## src/rtl/fetch_sequencer.sv

```systemverilog
// Instruction fetch sequencer: registered ROM address, one fetch in flight,
// two-entry {pc, word} queue toward decode, with redirect flush.
module fetch_sequencer #(
  parameter logic [31:0] RESET_PC = 32'h00000000
) (
  input  logic        clock,
  input  logic        reset,
  output logic [31:0] rom_addr,
  input  logic [31:0] rom_data,
  input  logic        fetch_en,
  input  logic        redirect,
  input  logic [31:0] redirect_pc,
  output logic        inst_valid,
  input  logic        inst_ready,
  output logic [31:0] inst_out,
  output logic [31:0] pc_out
);

  logic [31:0] fetch_pc;
  logic [31:0] inflight_pc;
  logic        inflight;
  logic [31:0] q_pc   [2];
  logic [31:0] q_word [2];
  logic        head;
  logic [1:0]  count;

  logic        pop;
  logic        issue;
  logic        write;
  logic        tail;
  logic [1:0]  occ;

  assign inst_valid = (count != 2'd0);
  assign pop        = inst_valid && inst_ready;
  assign write      = inflight && !redirect;
  assign tail       = head ^ count[0];

  // Slots still owed to the queue after this cycle's pop.
  assign occ   = count - {1'b0, pop} + {1'b0, inflight};
  assign issue = fetch_en && !redirect && (occ < 2'd2);

  assign rom_addr = fetch_pc;
  assign inst_out = inst_valid ? q_word[head] : 32'h0;
  assign pc_out   = inst_valid ? q_pc[head]   : 32'h0;

  always_ff @(posedge clock) begin
    if (reset) begin
      fetch_pc    <= RESET_PC & ~32'h3;
      inflight    <= 1'b0;
      inflight_pc <= 32'h0;
      count       <= 2'd0;
      head        <= 1'b0;
    end else if (redirect) begin
      fetch_pc <= redirect_pc & ~32'h3;
      inflight <= 1'b0;
      count    <= 2'd0;
      head     <= 1'b0;
    end else begin
      inflight <= issue;
      if (issue) begin
        inflight_pc <= fetch_pc;
        fetch_pc    <= fetch_pc + 32'd4;
      end
      count <= count - {1'b0, pop} + {1'b0, write};
      if (pop)
        head <= ~head;
    end
  end

  always_ff @(posedge clock) begin
    if (!reset && write) begin
      q_pc[tail]   <= inflight_pc;
      q_word[tail] <= rom_data;
    end
  end

endmodule

```

## config.mk

```make
export PLATFORM = sky130hd
export DESIGN_NAME = fetch_sequencer
export DESIGN_NICKNAME = d
export VERILOG_FILES = /design/src/rtl/fetch_sequencer.sv
export SDC_FILE = /design/constraint.sdc
export NUM_CORES = 1
export LEC_CHECK = 0
export CORE_MARGIN = 2
export CORE_UTILIZATION = 45
export DETAILED_ROUTE_END_ITERATION = 6
export PLACE_DENSITY = 0.82
export RECOVER_POWER = 50
export SLEW_MARGIN = 25
export SYNTH_ARGS = -nofsm -noshare
export SYNTH_HDL_FRONTEND = slang
export SYNTH_SLANG_ARGS = --single-unit
```

## constraint.sdc

```tcl
create_clock -name clock -period 4.7 [get_ports clock]
set_clock_uncertainty 0.15 [all_clocks]
set_input_delay 0.94 -clock clock [delete_from_list [all_inputs] [get_ports clock]]
set_output_delay 0.94 -clock clock [all_outputs]
set_load 0.01 [all_outputs]
```

==> impl_metrics.env <==
export IMPL_worstPathRequired_ns=4.87
export IMPL_drt_iter0_drc=280
export IMPL_critical_path_class="input port to register"
export IMPL_crit_path_start_kind="input port"
export IMPL_leakage_nw=3.24
export IMPL_max_stage_delay_ns=0.60
export IMPL_powerDensity_mw_per_mm2=345
export IMPL_cts_tree="done"
export IMPL_num_io_pins=166
export IMPL_seqCellArea_mm2=0.00503
export IMPL_clkTransAtPathRegs_ns=0.07
export IMPL_yosys_area_top_type="edfxtp_1"
export IMPL_syn2layout_area_growth_pct=31.6
export IMPL_cts_hold_buffers=0
export IMPL_dieArea_mm2=0.0184
export IMPL_fin_area_mm2=0.0102
export IMPL_clockBufferDepth=2
export IMPL_cp_top_family="simple AND/OR/NAND/NOR gates"
export IMPL_clock_sinks=189
export IMPL_dpl_instance_area_mm2=0.00964
export IMPL_nNetsFinal=870
export IMPL_power_total_mw=3.53
export IMPL_synth_area_per_cell_um2=12.0
export IMPL_layout_common_cells="124 x edfxtp_1, 106 x clkdlybuf4s50_1, 88 x nor2_1, 77 x nand2_1"
export IMPL_maxCapViolCount=1
export IMPL_seq_area_frac_synth=0.646
export IMPL_min_period_over_period=0.819
export IMPL_grt_pass1_vias=5064
export IMPL_path_cells="dlygate4sd3_1 > and2_0 > ha_1 > nor2b_1 > xor2_1 > or4_4 > or4_1 > a311oi_1"
export IMPL_hpwl_mm=11.1
export IMPL_grt_max_degree=69
export IMPL_start_util=0.454
export IMPL_slowest_stage="or4_4"
export IMPL_routed_wl_mm=16.6
export IMPL_syn_cell_area_mm2=0.00778
export IMPL_end_kind="register"
export IMPL_grt_pass1_wl_mm=25.9
export IMPL_ys_seq_elements=189
export IMPL_fmax_ghz=0.260
export IMPL_die_h_um=135
export IMPL_rows=48
export IMPL_synthArstFlopShare=0
export IMPL_violations="capacitance limit, slew limit"
export IMPL_fillers=1364
export IMPL_place_congestion=0.887
export IMPL_regToRegSetupSlack_ns=1.30
export IMPL_multi_input_area_mm2=0.00257
export IMPL_setup_tns_ns=0
export IMPL_core_area_mm2=0.0171
export IMPL_clkLatencyLatePin_ns=0.42
export IMPL_place_port_buffers=159
export IMPL_via_count=5357
export IMPL_cp_arrival_ns=4.02
export IMPL_utilization=0.598
export IMPL_track_usage=0.182
export IMPL_cts_max_level=4
export IMPL_root_buffer="clkbuf_16"
export IMPL_yosysWarnings=0
export IMPL_syn_inst=648
export IMPL_grt_antenna_before_repair=0
export IMPL_cts_resized=0
export IMPL_cts_made_buffers=17
export IMPL_vias_per_cell=5.17
export IMPL_worstMarginPinSlew_ns=1.63
export IMPL_wl_per_cell_um=16.1
export IMPL_final_min_clock_period_ns=3.85
export IMPL_hold_ws_ns=0.301
export IMPL_drtAntennaViolNets=0
export IMPL_first_pass_iters=5
export IMPL_ys_flop_type="edfxtp_1"
export IMPL_final_common_cell="edfxtp_1"
export IMPL_drcViolationCount=0
export IMPL_post_cts_setup_buffers=0
export IMPL_diodes=0
export IMPL_hold_viol=0
export IMPL_die_x_um=135
export IMPL_synthTopCellsByArea="edfxtp_1 48%, dfxtp_1 17%, mux2i_1 8.2%"
export IMPL_status="complete, but fails checks"
export IMPL_slew_headroom=-0.0834
export IMPL_rsz0062_at_grt="false"
export IMPL_setup_violations=0
export IMPL_yosysUniqueCellTypes=43
export IMPL_crit_fanout=7
export IMPL_min_path_type="register to register"
export IMPL_ir_drop_v=0.000278
export IMPL_netlist_area_leader_share=0.479
export IMPL_synth_edf_count=124
export IMPL_overflow=0
export IMPL_drv_slew=63
export IMPL_path_buf_inv=1
export IMPL_post_route_cells_drive_above_1_share=0.0715
-- final timing paths --
kind,end,from,depth (start not counted)
setup / recovery,rom_addr[28]$_SDFFE_PP0P_,inst_ready,8
hold / removal,q_pc[1][23]$_DFFE_PP_,inflight_pc[23]$_SDFFE_PP0P_,0
setup reg to reg,rom_addr[28]$_SDFFE_PP0P_,count[1]$_SDFF_PP0_,9
hold reg to reg,q_pc[1][23]$_DFFE_PP_,inflight_pc[23]$_SDFFE_PP0P_,0
-- registers in the layout, indices dropped and copies added (netlist names), named ones only --
signal / count
count: 2
head: 1
q_pc: 60
q_word: 64
inflight: 1
inflight_pc: 30
rom_addr: 30
-- kinds of logic after synthesis --
family                   synth area share
AND/OR/NAND/NOR                     0.130
multiplexers                       0.0824
AO/OA/AOI/OAI                      0.0785
XOR/XNOR                           0.0302
adder cells (fa/ha/maj)           0.00483
flip-flops                          0.646
other                            0.000482
buffers and inverters              0.0278
-- synthesized netlist by cell type, drive strengths merged, types with 2 or more instances --
master and number:
or3 5, nor2 90, nand4 9, nor3 5, o21ai 3, xnor2 15
nand2 77, xor2 11, or2 2, a21oi 32, a211oi 21, buf 12
dfxtp 65, ha 3, nand3 15, inv 9, edfxtp 124, or4 6
o211ai 2, clkbuf 31, and4 4, and2 3, nor4 5, o31ai 2
and3 5, a2111oi 12, a311oi 4, a31oi 4, mux2i 64, nor2b 2
-- metal layers --
layer  GRT usage  wire [um]  vias up
met4      0.0683        225        0
met2       0.296       8090      189
met1       0.239       7380     2495
met3      0.0415        948       19
met5           0          0        -
li1            -          -     2654
-- power breakdown --
group | internal (mW) | switching, mW | total [mW]
clock network | 0.854 | 0.603 | 1.46
logic | 0.122 | 0.113 | 0.235
registers | 1.80 | 0.0415 | 1.84
total | 2.77 | 0.758 | 3.53
-- final cells by class --
cell class	instances	area share
flip-flops and latches	189	0.491
clock buffers	22	0.0474
inverters	10	0.00367
repair buffers	171	0.166
clock inverters	10	0.0126
well taps	225	0.0275
multi-input cells	409	0.251
-- metrics by stage --
step	std cells	setup slack, ns
floorplan	651	0.0980
global placement	1003	0.723
detailed placement	1004	0.687
CTS	1036	1.03
global route	1036	0.652
finish	1036	0.850
-- worst register-to-register path, delay by kind of cell (launching register included) --
family          cells  cell delay (ns)
xor+xnor            1             0.29
fa+ha+maj           1             0.30
simple gates        5             1.76
flops               1             0.43
buf+inv             1             0.09
compound gates      1             0.29
No activity file was read; power rests on OpenSTA's default activity.
==> RTL change, RTL diff (same settings) <==
Make the reset (`reset`) asynchronous in one clocked block.
--- a/src/rtl/fetch_sequencer.sv
+++ b/src/rtl/fetch_sequencer.sv
@@ -43,7 +43,7 @@
   assign inst_out = inst_valid ? q_word[head] : 32'h0;
   assign pc_out   = inst_valid ? q_pc[head]   : 32'h0;
 
-  always_ff @(posedge clock) begin
+  always_ff @(posedge clock or posedge reset) begin
     if (reset) begin
       fetch_pc    <= RESET_PC & ~32'h3;
       inflight    <= 1'b0;
Behaviour: differs if reset is asserted again (counterexample within 4 cycles, from zero or initial values and one cycle with reset high); with reset held inactive, the same outputs for 4 cycles.
==> RTL change against the original RTL <==
The flow still finishes with violations (capacitance limit, slew limit); area after synthesis increased by 0.55%; global-route usage increased by 0.82 points; utilization increased by 0.37 points; non-clock buffer count decreased by 3; worst setup slack gained 0.014 ns; highest routed layer unchanged; cell area rose by 0.62%; worst hold slack improved by 0.012 ns; sequential share of layout area grew 2.6 points; wire length is 3.1% higher; critical endpoint is now q_word[1][11]$_DFFE_PP_; count of clock-buffer cells in the layout down 3; critical path depth fell by 4; sequential cell count is 1 lower.
Power is not compared: it rests on default switching activity, and its combinational part moved more than twofold at a synthesized area within 25%.
==> RTL change: results (changes against the original RTL) <==
Power and ir drop
  • Leakage: 3.62 nW
  • Max VDD drop: 0.342 mV
  • Net Sw Frac: 30.8%

Global routing
  • Largest net degree at the start of global routing: 65 (was 69)
  • Initial antenna violation count: 1 (was 0)
  • GRT Total Usage: 19.0% (was 18.2%)
  • Global-route wire length before repair: 26800 um (was 25900 um)
  • Number of global-route vias before repair: 5150 (was 5064)

Synthesis
  • Post-synth EDFFs: 124 (unchanged)
  • Yosys warning total: 0 (unchanged)
  • Top post-synthesis cells by count: edfxtp_1, nor2_1, dfrtp_1 (was edfxtp_1, nor2_1, nand2_1)
  • Post-synthesis sequential area ratio: 68.1% (was 64.6%)
  • Netlist cell types: 40 (was 43)
  • Async SR Flop Fraction: 34.0% (was 0%)
  • Synth top area cells: edfxtp_1, dfrtp_1, mux2i_1, mux2_2, nor2_1 (was edfxtp_1, dfxtp_1, mux2i_1, nor2_1, nand2_1)
  • Most used DFF post-synth: edfxtp_1 (unchanged)

Place
  • IO buf count: 159 (unchanged)
  • Placed inst area: 9680 sq um (was 9640 sq um)
  • Gp weighted congestion: 0.853 (was 0.887)
  • Detailed Place HPWL: 11600 um (was 11100 um)

Run status
  • Failing checks: capacitance limit, slew limit (unchanged)
  • Status: finished, violations left (unchanged)

Clocking
  • CTS max path bufs: 2 (unchanged)
  • CTS Buf Count: 17 (unchanged)
  • Clk_lat worst skew: 0.42 ns (about the same)
  • Root Buffer: clkbuf_16 (unchanged)
  • Setup bufs post-CTS: 0 (unchanged)
  • Reg clk slew, reported paths: 0.07 ns (about the same)
  • Htree depth: 4 (unchanged)
  • Cells resized by post-CTS repair: 0 (unchanged)

Layout
  • Largest regs: q_word (64), q_pc (60) (unchanged)
  • NumNets Final: 803 (was 870)
  • Share of layout cells above drive strength 1: 10.5% (was 7.15%)

Run
  • Number of max-cap violations: 2 (was 1)

Setup path
  • CP max FO: 55 (was 7)
  • Flop-to-flop setup slack: 1.35 ns (was 1.30 ns)
  • Reg-to-reg critical path startpoint: count[0]$_DFF_PP0_ (was count[1]$_SDFF_PP0_)
  • Crit path from: redirect (was inst_ready)
  • Crit path to: q_word[1][11]$_DFFE_PP_ (was rom_addr[28]$_SDFFE_PP0P_)
  • Reg2Reg Capture Point: rom_addr[27]$_DFFE_PP0P_ (was rom_addr[28]$_SDFFE_PP0P_)
  • FF-to-FF path depth: 9 (unchanged)
  • Worst EP arrival: 3.65 ns (was 4.02 ns)

Drt
  • Routed WL: 17200 um (was 16600 um)
  • DR pass1 iterations: 5 (unchanged)
  • Via-to-Cell Ratio: 5.39 (was 5.17)
  • Iter 0 DRT Violations: 318 (was 280)

Hold path
  • Hold_sp: inflight_pc[9]$_DFFE_PP0P_ (was inflight_pc[23]$_SDFFE_PP0P_)
  • Hold Crit Class: reg2reg (unchanged)

Timing
  • Worst-Margin Slew: 2.23 ns (was 1.63 ns)
  • Fin. max-slew vios: 121 (was 63)
[RTL change: cell type report]
type                       count  area, sq um
fill                        1296         6820
sequential                   188         5330
multi-input combinational    346         2340
timing repair buffer         168         1680
clock buffer                  19          453
tap                          225          282
clock inverter                13          179
inverter                      10         37.5
antenna                        2         5.00
[RTL change: cells by family (layout without fill, tap and decap cells)]
| logic type | count (synthesis) | after routing | share of synthesized area (%) |
|---|---|---|---|
| simple gates | 191 | 191 | 11.7 |
| flops | 188 | 188 | 68.1 |
| mux | 91 | 91 | 12.1 |
| buf+inv | 43 | 210 | 2.37 |
| compound gates | 39 | 39 | 3.18 |
| xor+xnor | 18 | 18 | 2.02 |
| fa+ha+maj | 3 | 3 | 0.480 |
| other cells | 1 | 6 | 0.0479 |
[RTL change: power groups by stage]
stage                     registers [W]  clock network, W  logic (W)
after floorplan                 0.00225                 0    0.00102
after global placement          0.00238                 0    0.00177
after detailed placement        0.00235                 0    0.00189
after CTS                       0.00232           0.00153    0.00190
after global routing            0.00235           0.00159    0.00201
final                           0.00231           0.00151    0.00186
[RTL change: layer usage]
metal / global-route usage (%) / wire length, um / up-vias
li1: - / - / 2414
met1: 23.7 / 6900 / 2541
met2: 32.5 / 8500 / 247
met3: 4.70 / 1430 / 36
met4: 6.54 / 327 / 0
met5: 0 / 0 / -
[RTL change: worst min path at each step]
| stage | end | slack (ns) | depth (start not counted) |
|---|---|---|---|
| 6_report | q_pc[1][9]$_DFFE_PP_ | 0.31 | 0 |
| 5_1_grt | q_pc[0][19]$_DFFE_PP_ | 0.33 | 0 |
| 4_1_cts | q_pc[1][9]$_DFFE_PP_ | 0.32 | 0 |
| 3_5_place_dp | q_pc[1][19]$_DFFE_PP_ | 0.30 | 0 |
| 3_3_place_gp | q_pc[0][12]$_DFFE_PP_ | 0.29 | 0 |
| 2_1_floorplan | q_pc[0][10]$_DFFE_PP_ | 0.29 | 0 |
[RTL change: worst max-delay path: stages]
cell,delay (ns)
clkbuf_1,1.56
nor2b_1,0.27
nor3b_1,0.28
clkbuf_2,0.56
[RTL change: per-stage QoR]
step	total power (W)	worst slack, ns	util, %	instances
6_report	0.00568	0.863	60.2	971
5_1_grt	0.00595	0.596	60.2	970
4_1_cts	0.00574	1.08	60.3	969
3_5_place_dp	0.00424	0.649	56.6	937
3_3_place_gp	0.00415	0.681	56.4	936
2_1_floorplan	0.00327	0.120	-	577
